`src/rtl/rv_decode_stage.sv`:
```
// rv_decode_stage: registered RISC-V instruction field decoder between fetch
// and register-file read. Extracts rs1/rs2/rd, format class and an XLEN-wide
// sign-extended immediate, flags illegal encodings and counts them.
//
// Optional feature macro: DECODE_SKID_EN
//   defined   -> output register plus skid register; in_ready comes straight
//                from a flop (skid empty) with no path from out_ready.
//   undefined -> single output register; in_ready = !out_valid || out_ready.
//
// Handshake: a transfer happens on a rising edge where valid && ready are both
// high; a producer holding valid keeps its data stable until the transfer, and
// while out_valid && !out_ready every out_* signal holds its value.
module rv_decode_stage #(
    parameter int XLEN  = 32,
    parameter int CNT_W = 8
) (
    input  logic             clk,
    input  logic             rst,
    input  logic             flush,
    input  logic             in_valid,
    output logic             in_ready,
    input  logic [31:0]      in_instr,
    input  logic [XLEN-1:0]  in_pc,
    output logic             out_valid,
    input  logic             out_ready,
    output logic [XLEN-1:0]  out_pc,
    output logic [XLEN-1:0]  out_imm,
    output logic [4:0]       out_ra,
    output logic [4:0]       out_rb,
    output logic [4:0]       out_rw,
    output logic [6:0]       out_opcode,
    output logic [2:0]       out_funct3,
    output logic [6:0]       out_funct7,
    output logic [2:0]       out_fmt,
    output logic             out_illegal,
    output logic [CNT_W-1:0] illegal_count
);

    localparam logic [2:0] FMT_R    = 3'd0;
    localparam logic [2:0] FMT_I    = 3'd1;
    localparam logic [2:0] FMT_S    = 3'd2;
    localparam logic [2:0] FMT_B    = 3'd3;
    localparam logic [2:0] FMT_U    = 3'd4;
    localparam logic [2:0] FMT_J    = 3'd5;
    localparam logic [2:0] FMT_NONE = 3'd7;

    localparam logic [6:0] OP_R      = 7'b0110011;
    localparam logic [6:0] OP_LOAD   = 7'b0000011;
    localparam logic [6:0] OP_IMM    = 7'b0010011;
    localparam logic [6:0] OP_JALR   = 7'b1100111;
    localparam logic [6:0] OP_SYSTEM = 7'b1110011;
    localparam logic [6:0] OP_STORE  = 7'b0100011;
    localparam logic [6:0] OP_BRANCH = 7'b1100011;
    localparam logic [6:0] OP_LUI    = 7'b0110111;
    localparam logic [6:0] OP_AUIPC  = 7'b0010111;
    localparam logic [6:0] OP_JAL    = 7'b1101111;

    typedef struct packed {
        logic [XLEN-1:0] pc;
        logic [XLEN-1:0] imm;
        logic [4:0]      ra;
        logic [4:0]      rb;
        logic [4:0]      rw;
        logic [6:0]      opcode;
        logic [2:0]      funct3;
        logic [6:0]      funct7;
        logic [2:0]      fmt;
        logic            illegal;
    } entry_t;

    entry_t           dec;
    entry_t           out_q;
    logic             out_valid_q;
    logic [31:0]      imm32;
    logic [CNT_W-1:0] cnt_q;
    logic             in_fire;
    logic             out_fire;

    assign in_fire  = in_valid && in_ready;
    assign out_fire = out_valid_q && out_ready;

    // Combinational field decode of the offered word; unused fields stay zero.
    always_comb begin
        dec         = '0;
        imm32       = '0;
        dec.pc      = in_pc;
        dec.opcode  = in_instr[6:0];
        dec.funct3  = in_instr[14:12];
        dec.funct7  = in_instr[31:25];
        dec.fmt     = FMT_NONE;
        dec.illegal = 1'b0;
        if (in_instr[1:0] != 2'b11) begin
            dec.illegal = 1'b1;
        end else begin
            case (in_instr[6:0])
                OP_R: begin
                    dec.fmt = FMT_R;
                    dec.ra  = in_instr[19:15];
                    dec.rb  = in_instr[24:20];
                    dec.rw  = in_instr[11:7];
                end
                OP_LOAD, OP_IMM, OP_JALR, OP_SYSTEM: begin
                    dec.fmt = FMT_I;
                    dec.ra  = in_instr[19:15];
                    dec.rw  = in_instr[11:7];
                    imm32   = {{20{in_instr[31]}}, in_instr[31:20]};
                end
                OP_STORE: begin
                    dec.fmt = FMT_S;
                    dec.ra  = in_instr[19:15];
                    dec.rb  = in_instr[24:20];
                    imm32   = {{20{in_instr[31]}}, in_instr[31:25], in_instr[11:7]};
                end
                OP_BRANCH: begin
                    dec.fmt = FMT_B;
                    dec.ra  = in_instr[19:15];
                    dec.rb  = in_instr[24:20];
                    imm32   = {{19{in_instr[31]}}, in_instr[31], in_instr[7],
                               in_instr[30:25], in_instr[11:8], 1'b0};
                end
                OP_LUI, OP_AUIPC: begin
                    dec.fmt = FMT_U;
                    dec.rw  = in_instr[11:7];
                    imm32   = {in_instr[31:12], 12'b0};
                end
                OP_JAL: begin
                    dec.fmt = FMT_J;
                    dec.rw  = in_instr[11:7];
                    imm32   = {{11{in_instr[31]}}, in_instr[31], in_instr[19:12],
                               in_instr[20], in_instr[30:21], 1'b0};
                end
                default: dec.illegal = 1'b1;
            endcase
        end
        // Every 32-bit immediate above already carries instr[31] in bit 31,
        // so widening by replicating bit 31 matches sign extension from instr[31].
        dec.imm       = {XLEN{imm32[31]}};
        dec.imm[31:0] = imm32;
    end

`ifdef DECODE_SKID_EN
    entry_t skid_q;
    logic   skid_empty_q;

    // in_ready is the skid-empty flop itself: no path from out_ready.
    assign in_ready = skid_empty_q;

    // Output register plus skid register; skid content always drains first.
    always_ff @(posedge clk) begin
        if (rst) begin
            out_valid_q  <= 1'b0;
            out_q        <= '0;
            out_q.fmt    <= FMT_NONE;
            skid_q       <= '0;
            skid_empty_q <= 1'b1;
        end else if (flush) begin
            out_valid_q  <= 1'b0;
            skid_empty_q <= 1'b1;
        end else if (!skid_empty_q) begin
            if (out_fire) begin
                out_q        <= skid_q;
                skid_empty_q <= 1'b1;
            end
        end else if (in_fire) begin
            if (!out_valid_q || out_fire) begin
                out_q       <= dec;
                out_valid_q <= 1'b1;
            end else begin
                skid_q       <= dec;
                skid_empty_q <= 1'b0;
            end
        end else if (out_fire) begin
            out_valid_q <= 1'b0;
        end
    end
`else
    // Accept when the output register is empty or being drained this cycle.
    assign in_ready = !out_valid_q || out_ready;

    // Single output register; a new entry replaces a draining one in one edge.
    always_ff @(posedge clk) begin
        if (rst) begin
            out_valid_q <= 1'b0;
            out_q       <= '0;
            out_q.fmt   <= FMT_NONE;
        end else if (flush) begin
            out_valid_q <= 1'b0;
        end else if (in_fire) begin
            out_q       <= dec;
            out_valid_q <= 1'b1;
        end else if (out_fire) begin
            out_valid_q <= 1'b0;
        end
    end
`endif

    // Saturating illegal counter; inputs dropped by flush are not counted.
    always_ff @(posedge clk) begin
        if (rst) begin
            cnt_q <= '0;
        end else if (!flush && in_fire && dec.illegal && (cnt_q != {CNT_W{1'b1}})) begin
            cnt_q <= cnt_q + CNT_W'(1);
        end
    end

    assign out_valid     = out_valid_q;
    assign out_pc        = out_q.pc;
    assign out_imm       = out_q.imm;
    assign out_ra        = out_q.ra;
    assign out_rb        = out_q.rb;
    assign out_rw        = out_q.rw;
    assign out_opcode    = out_q.opcode;
    assign out_funct3    = out_q.funct3;
    assign out_funct7    = out_q.funct7;
    assign out_fmt       = out_q.fmt;
    assign out_illegal   = out_q.illegal;
    assign illegal_count = cnt_q;

endmodule

```
`config.mk`:
```
export PLATFORM = sky130hd
export DESIGN_NAME = rv_decode_stage
export DESIGN_NICKNAME = d
export VERILOG_FILES = /design/src/rtl/rv_decode_stage.sv
export SDC_FILE = /design/constraint.sdc
export NUM_CORES = 1
export LEC_CHECK = 0
export ABC_AREA = 0
export ABC_CLOCK_PERIOD_IN_PS = 1900
export CELL_PAD_IN_SITES_DETAIL_PLACEMENT = 1
export CELL_PAD_IN_SITES_GLOBAL_PLACEMENT = 2
export CORE_ASPECT_RATIO = 1.5
export CORE_MARGIN = 10
export CORE_UTILIZATION = 30
export DETAILED_ROUTE_END_ITERATION = 10
export DONT_BUFFER_PORTS = 1
export PLACE_DENSITY_LB_ADDON = 0.1
export SLEW_MARGIN = 30
export SYNTH_ARGS = -nofsm -noshare
export SYNTH_HDL_FRONTEND = slang
export SYNTH_SLANG_ARGS = --single-unit
export TNS_END_PERCENT = 5
```
`constraint.sdc`:
```
create_clock -name clk -period 1.9 [get_ports clk]
set_input_delay 0.285 -clock clk [delete_from_list [all_inputs] [get_ports clk]]
set_output_delay 0.285 -clock clk [all_outputs]
set_load 0.02 [all_outputs]
```
* Yosys cells after proc, flatten, opt, wreduce, memory -nomap -nowiden
Cells that the tools add are included.
** Operators by class
- Reductions and logical operators :: 17
- Equal/unequal tests :: 12
- Bitwise operators :: 1
- Mux-type cells :: 12
- Div/mod/pow operators :: 0
- Multiply operators :: 0
- $add $sub $neg :: 1
- Magnitude comparators :: 0
- Shift operators :: 0
** Operator list (number)
- $pmux W32 S5 :: 1
- $mux W32 :: 1
- $eq A7 B7 Y1 const B :: 4
- $eq A7 B6 Y1 const B :: 3
- $pmux W3 S6 :: 1
- $mux W15 :: 1
- $mux W5 :: 3
- $eq A7 B5 Y1 const B :: 2
- $reduce_or A10 Y1 :: 1
- $add A8 B1 Y8 const B :: 1
- $ne A8 B8 Y1 const B :: 1
- $reduce_or A8 Y1 :: 1
- $eq A7 B2 Y1 const B :: 1
- $reduce_or A7 Y1 :: 1
- $logic_and A1 B1 Y1 :: 5
- $mux W1 :: 4
- $reduce_or A2 Y1 :: 2
- $reduce_or A4 Y1 :: 1
- $mux W3 :: 1
- $reduce_or A3 Y1 :: 1
- $logic_not A1 Y1 :: 2
- $ne A2 B2 Y1 const B :: 1
- $reduce_and A2 Y1 :: 1
- $reduce_bool A2 Y1 :: 1
- other kinds (2) :: 2
** Word-level totals
- Memory bits (writable) :: 0
- Bits in latches :: 0
- Bits in registers :: 109
- Bits in read-only memories :: 0
- Output and inout port bits :: 110
- Memories :: 0
- Word-level logic and storage cells :: 55

* Depth between registers and ports, before layout
Gate-level depths: netlist of run 1.
- Depth in word-level cells :: 6
- Mapped depth :: 7
- Depth with buffers taken out :: 6

* Worst setup path before layout of run 1
Ideal clock, no wire load.
- Kind :: register to register
- From :: register out_valid_q, in the netlist out_valid
- To :: register out_q (netlist bit out_funct3[0])
- Cell stages (with the launch flop) :: 8
- Setup slack :: 25 ps
- Data arrival time :: 1805 ps
- Path buffers :: 2
- Period minus slack after synthesis :: 1875 ps
- Required time :: 1830 ps
- Path through :: dfxtp_1 -> nor2b_1 -> inv_1 -> nand2_1 -> buf_2 -> buf_2 -> nand2_1 -> a21oi_1
** On the way
- Word-level cells in the longest chain between the ends :: 4
** Ends and longest elaborated chain
- start, declared :: line 73 : logic out_valid_q;
- start signal, assigned :: line 183 : out_valid_q <= 1'b0;
- start signal, assigned :: line 187 : out_valid_q <= 1'b0;
- start signal, assigned :: line 190 : out_valid_q <= 1'b1;
- $logic_not A1 Y1 :: line 178 : assign in_ready = !out_valid_q || out_ready;
- $logic_or A1 B1 Y1 :: line 178
- via in_ready :: line 21 : output logic in_ready,
- $logic_and A1 B1 Y1 :: line 79 : assign in_fire = in_valid && in_ready;
- $reduce_and A2 Y1 (no line)
- end, declared :: line 72 : entry_t out_q;
The timed path passes the listed nets, and every way through them passes these cells.
A chain may end at the register's enable or synchronous reset.

* Worst setup path in the final report of run 1
- From :: register out_valid_q, in the netlist out_valid
- To :: register cnt_q[7], in the netlist illegal_count[7]
** On the way
- Word-level cells in the longest chain between the ends :: 6
** Ends and longest elaborated chain
- $logic_not A1 Y1 :: line 178
- $logic_or A1 B1 Y1 :: line 178
- $logic_and A1 B1 Y1 :: line 79
- $logic_and A1 B1 Y1 (3 in series) :: line 201 : end else if (!flush && in_fire && dec.illegal && (cnt_q != {CNT_W{1'b1}})) begin
- end signal, assigned :: line 202 : cnt_q <= cnt_q + CNT_W'(1);
- end, declared :: line 75 : logic [CNT_W-1:0] cnt_q;
No other way between the ends.

==> impl_metrics.ini, run 1 <==
[place]
place_hpwl_um = 11200
pre_cts_ws_ns = 0.00692
gp_congestion = 0.761
portBuffers = 0

[floorplan]
die-area_um2 = 19200
start_util_pct = 30.8
fp.dieH_um = 165
core-area_um2 = 13600
num_rows = 52
die_w_um = 116
pin_count = 179

[synthesis]
ys_ff_latch = 109
synth_nets = 565
seq_area_frac_synth_pct = 52.1
ys.warnings.count = 0
synth_area_per_cell_um2 = 8.47
synth_edf_count = 0
synth.distinct_cells = 46
postSynth.asyncResetShare_pct = 0
syn-cell-area_um2 = 4190
syn_inst = 495
synth_ff_type = dfxtp_1

[route]
m1WireLength_um = 5570
met2_length_um = 8130
via_per_inst = 5.39
post_drt_wl_per_cell_um = 22.9
firstDrtPassIters = 4
routed_wl_um = 15400
ant_nets = 0
met3_length_um = 1560
drc = 0
highest_layer = met4
dr.first_iter.drc_count = 132
vias = 3629

[layout]
syn2layout_area_growth_pct = 16.2
multi_input_area_um2 = 1870
register_area_um2 = 2180
nNetsFinal = 576
diodes = 0
fill_cells = 1618
drive_above_1_share_pct = 10.6

[critical_path]
critPathMaxFanout = 5
critical-path-max-stage-delay_ns = 0.49
cp-start-kind = register
path_buf_inv = 1
worstPathCellList = nor2b_1 -> buf_4 -> a211oi_4 -> nand4_4 -> or4_1 -> a21oi_1
cp.arrival_ns = 2.02
crit_slowest_cell = or4_1
cp-end-kind = register
worstPathRequired_ns = 2.17
path_delay_family = simple AND/OR/NAND/NOR gates
critPathKind = register to register

[power_and_ir_drop]
p_switching_mw = 1.16
power_density_nw_per_um2 = 967
clkPwrFrac_pct = 42.1
power.leakage_nw = 1.70
pwr-share-seq_pct = 52.2
p_int_mw = 3.55
power_frac_comb_pct = 5.8
power_mw = 4.71
p_sw_share_pct = 24.6
peakVddDrop_v = 0.000442

[global_routing]
grt_max_degree = 57
grt_pass1_wl_um = 22700
grt_overflow_total = 0
track_usage_pct = 15.5
antenna_found_initial = 0
grt_pass1_vias = 3659

[hold_path]
hp-class = input pin to register

[run]
maxCapViolCount = 0

[timing]
fin_crit_sh_pct = 92.1
fin_skew_ns = 0.00606
rsz0062_at_grt = no
whs_ns = 0.0143
setup_viol = 0
fmax_ghz = 0.572
worst_pin_slew_ns = 0.716
finalHoldViolCount = 0
timing.final.ws_setup_ns = 0.151
period_needed_ns = 1.75
finalSetupTns_ns = 0
slew_headroom_pct = 51.9
slew_violations = 0

[clocking]
numCtsBuffers = 9
clock_path_buffers = 2
clk_pin_slew_ns = 0.07
clockRootBuffer = clkbuf_16
cts.sinks = 109
cts_setup_buffers = 0
cts_tree = yes
worstSkewPairLatency_ns = 0.34
cts_htree_levels = 3

[run_status]
status = finished clean
## repair_timing
| item | CTS | global route |
|---|---|---|
| setup endpoints to repair | 0 | 25 |
| hold buffers | 3 | 2 |
| endpoints found under the hold margin | 36 | 2 |
| resized for setup | 0 | 3 |
## final cells by class
| type | instances | area share, % |
|---|---|---|
| clock buffer | 11 | 5.19 |
| clock inverter | 5 | 1.34 |
| inverter | 7 | 0.540 |
| multi-input combinational | 348 | 38.4 |
| sequential | 109 | 44.8 |
| tap | 162 | 4.16 |
| timing repair buffer | 31 | 5.50 |
## cells in the mapped netlist, drive strengths merged, types with 4 or more instances
library cell | number | area [um^2]
a21oi | 79 | 395
nand4 | 4 | 40.0
clkbuf | 23 | 87.6
o21ai | 18 | 90.1
dfxtp | 109 | 2180
buf | 8 | 55.1
nor2 | 26 | 97.6
o31ai | 5 | 37.5
nand2 | 126 | 473
nor3 | 4 | 25.0
inv | 7 | 26.3
nand3 | 8 | 40.0
a22o | 11 | 96.3
nor2b | 4 | 25.0
a22oi | 20 | 150
## cell usage in the layout, fill, tap and decap left out, types with 2 or more instances in the layout
| master | instances |
|---|---|
| clkbuf_8 | 2 |
| nand3_1 | 7 |
| and4_1 | 2 |
| nor2_4 | 2 |
| o31ai_1 | 5 |
| nor3_1 | 3 |
| or4_1 | 3 |
| a222oi_1 | 3 |
| dlygate4sd3_1 | 4 |
| a21oi_1 | 79 |
| and2_1 | 3 |
| inv_6 | 2 |
| nand4_1 | 3 |
| xor2_1 | 2 |
| buf_4 | 25 |
| a22oi_1 | 20 |
| nor2_1 | 24 |
| dfxtp_1 | 109 |
| a22o_1 | 11 |
| a31oi_1 | 3 |
| nor2b_1 | 4 |
| o21a_1 | 2 |
| clkbuf_16 | 9 |
| o21ai_0 | 17 |
| buf_12 | 2 |
| clkinv_4 | 2 |
| nor4_1 | 3 |
| nand2b_1 | 3 |
| nand2_1 | 125 |
| a21o_1 | 2 |
| inv_1 | 7 |
| or3_1 | 2 |
## layer usage
layer / up-vias / track usage (%)
met3: 11 / 6.79
met4: 0 / 4.28
met2: 113 / 27.5
li1: 1748 / -
met1: 1757 / 16.2
met5: - / 0
## kinds of logic after synthesis
| logic type | count (synthesis) | synth area share [%] |
|---|---|---|
| buffers and inverters | 38 | 4.03 |
| DFF | 109 | 52.1 |
| and+or+nand+nor | 193 | 20.6 |
| muxes | 1 | 0.239 |
| AOI/OAI and AO/OA | 151 | 22.4 |
| xor gates and xnor gates | 2 | 0.418 |
| adders and majority gates | 1 | 0.299 |
## worst register-to-register path: cells and delay by family (launching register included)
family                 cells  cell delay [ns]
AND/OR/NAND/NOR            3             0.78
buffers and inverters      1             0.15
flip-flops                 1             0.32
AO/OA/AOI/OAI              2             0.43
## worst paths after layout
| check | startpoint | endpoint | slack (ns) | cells past startpoint |
|---|---|---|---|---|
| max | out_valid$_SDFFE_PP0P_ | illegal_count[7]$_SDFFE_PP0P_ | 0.15 | 6 |
| max reg2reg | out_valid$_SDFFE_PP0P_ | illegal_count[7]$_SDFFE_PP0P_ | 0.15 | 6 |
| min reg2reg | out_pc[14]$_SDFFE_PP0P_ | out_pc[14]$_SDFFE_PP0P_ | 0.56 | 2 |
| min | rst | out_imm[23]$_SDFFE_PP0P_ | 0.01 | 1 |
## power groups by stage
stage	Sequential [mW]	Clock, mW	Combinational [mW]
final	2.45	1.98	0.271
after global routing	2.46	2.15	0.302
after CTS	2.46	2.05	0.270
after detailed placement	2.51	0	0.245
after global placement	2.51	0	0.238
after floorplan	2.50	0	0.204
## stage by stage
step / utilization, % / cells / instance area, um^2
floorplan: - / 495 / 4190
global placement: 32.9 / 652 / 4480
detailed placement: 32.9 / 652 / 4480
CTS: 35.5 / 671 / 4830
global route: 35.8 / 673 / 4870
finish: 35.8 / 673 / 4870
## state kept, by name (all words and copies together), names as in the netlist
register,flops
illegal_count,8
out_fmt,3
out_funct3,3
out_funct7,7
out_illegal,1
out_imm,32
out_opcode,7
out_pc,32
out_ra,5
out_rb,5
out_rw,5
out_valid,1
(Power assumes the default switching activity.)
==> run 2: changes to the inputs <==
--- a/config.mk
+++ b/config.mk
@@ -7,11 +7,12 @@
 export LEC_CHECK = 0
 export ABC_AREA = 0
 export ABC_CLOCK_PERIOD_IN_PS = 1900
+export CAP_MARGIN = 20
 export CELL_PAD_IN_SITES_DETAIL_PLACEMENT = 1
 export CELL_PAD_IN_SITES_GLOBAL_PLACEMENT = 2
 export CORE_ASPECT_RATIO = 1.5
 export CORE_MARGIN = 10
-export CORE_UTILIZATION = 30
+export CORE_UTILIZATION = 31
 export DETAILED_ROUTE_END_ITERATION = 10
 export DONT_BUFFER_PORTS = 1
 export PLACE_DENSITY_LB_ADDON = 0.1
==> impl_metrics.ini, run 2 (synthesis results as in run 1) <==
[floorplan]
fp.dieH_um = 162
die_w_um = 115
core-area_um2 = 13400
num_rows = 52
start_util_pct = 31.3
die-area_um2 = 18700
pin_count = 179

[power_and_ir_drop]
power_density_nw_per_um2 = 963
peakVddDrop_v = 0.000371
power.leakage_nw = 1.70

[critical_path]
cp.arrival_ns = 2.00
worstPathRequired_ns = 2.17
critPathKind = register to register
cp-end-kind = register
cp-start-kind = register
critPathMaxFanout = 7

[timing]
worst_pin_slew_ns = 0.499
slew_headroom_pct = 66.7
slew_violations = 0
period_needed_ns = 1.73
fmax_ghz = 0.577
setup_viol = 0
rsz0062_at_grt = no
finalSetupTns_ns = 0
fin_skew_ns = 0.00547
fin_crit_sh_pct = 91.1
finalHoldViolCount = 0

[global_routing]
antenna_found_initial = 0
grt_overflow_total = 0
grt_max_degree = 48
track_usage_pct = 15.7
grt_pass1_wl_um = 22800
grt_pass1_vias = 3677

[place]
place_area_um2 = 4480
dp_cells = 655
place_hpwl_um = 11000
gp_congestion = 0.776
portBuffers = 0

[clocking]
cts_htree_levels = 3
clockRootBuffer = clkbuf_16
cts.sinks = 109
cts_tree = yes
numCtsBuffers = 9
clk_pin_slew_ns = 0.07
clock_path_buffers = 2
worstSkewPairLatency_ns = 0.35

[route]
vias = 3641
post_drt_wl_per_cell_um = 22.6
dr.first_iter.drc_count = 183
firstDrtPassIters = 5
drc = 0
ant_nets = 0
via_per_inst = 5.39
routed_wl_um = 15300

[hold_path]
hp-class = input pin to register

[layout]
nNetsFinal = 578
fill_cells = 1578
final_common_cell = nand2_1
layout.cells.non_filler = 675
layout_common_cells = nand2_1, dfxtp_1, a21oi_1, buf_4, nor2_1
diodes = 0
drive_above_1_share_pct = 11.1
syn2layout_area_growth_pct = 15.9
final_area_um2 = 4860

[run_status]
status = finished clean

[run]
maxCapViolCount = 0
run 2: repair_timing:
item / in CTS / in global routing
gates resized for setup: 0 / 3
buffers inserted: 0 / 0
hold buffers: 3 / 1
setup endpoints to repair: 0 / 29
endpoints found under the hold margin: 45 / 1
run 2: worst max-delay path: stages (launching register included):
cell	delay, ns
dfxtp_1	0.32
nor2b_2	0.18
inv_1	0.16
nand3_2	0.20
a21oi_1	0.47
nand2_1	0.13
a31oi_1	0.20
run 2: path summary, 6_finish.rpt:
| kind | end | from | cells after the start | slack, ns |
|---|---|---|---|---|
| max | out_imm[3]$_SDFFE_PP0P_ | out_valid$_SDFFE_PP0P_ | 6 | 0.17 |
| min | illegal_count[0]$_SDFFE_PP0P_ | rst | 1 | 0.03 |
| max reg2reg | out_imm[3]$_SDFFE_PP0P_ | out_valid$_SDFFE_PP0P_ | 6 | 0.17 |
| min reg2reg | out_pc[14]$_SDFFE_PP0P_ | out_pc[14]$_SDFFE_PP0P_ | 2 | 0.56 |
run 2: power breakdown:
part | total [mW] | internal (mW) | switching [mW] | leakage (nW)
clock | 1.95 | 1.10 | 0.852 | 0.156
combinational | 0.273 | 0.0984 | 0.174 | 0.661
sequential | 2.45 | 2.34 | 0.112 | 0.885
run 2: cell type report:
| type | count | area (um^2) | area share, % |
|---|---|---|---|
| well taps | 162 | 203 | 4.17 |
| clock inverters | 5 | 57.6 | 1.19 |
| multi-input cells | 348 | 1870 | 38.4 |
| inverters | 7 | 26.3 | 0.541 |
| flip-flops and latches | 109 | 2180 | 44.9 |
| repair buffers | 33 | 268 | 5.51 |
| clock buffers | 11 | 253 | 5.20 |
run 2: through the flow:
stage	worst slack, ns	power [mW]	util (%)	hold WS, ns
floorplan	0.0245	2.70	-	0.364
global placement	0.0392	2.75	33.4	0.364
detailed placement	-0.0132	2.76	33.4	0.366
CTS	0.0265	4.77	36.1	0.000188
global route	0.0455	4.91	36.2	0.00230
finish	0.168	4.68	36.2	0.0349
run 2: routing by layer:
layer,vias up,wire length (um),global-route usage (%)
li1,1746,-,-
met1,1754,5610,16.8
met2,127,7770,26.3
met3,14,1630,7.78
met4,0,252,4.97
met5,-,0,0
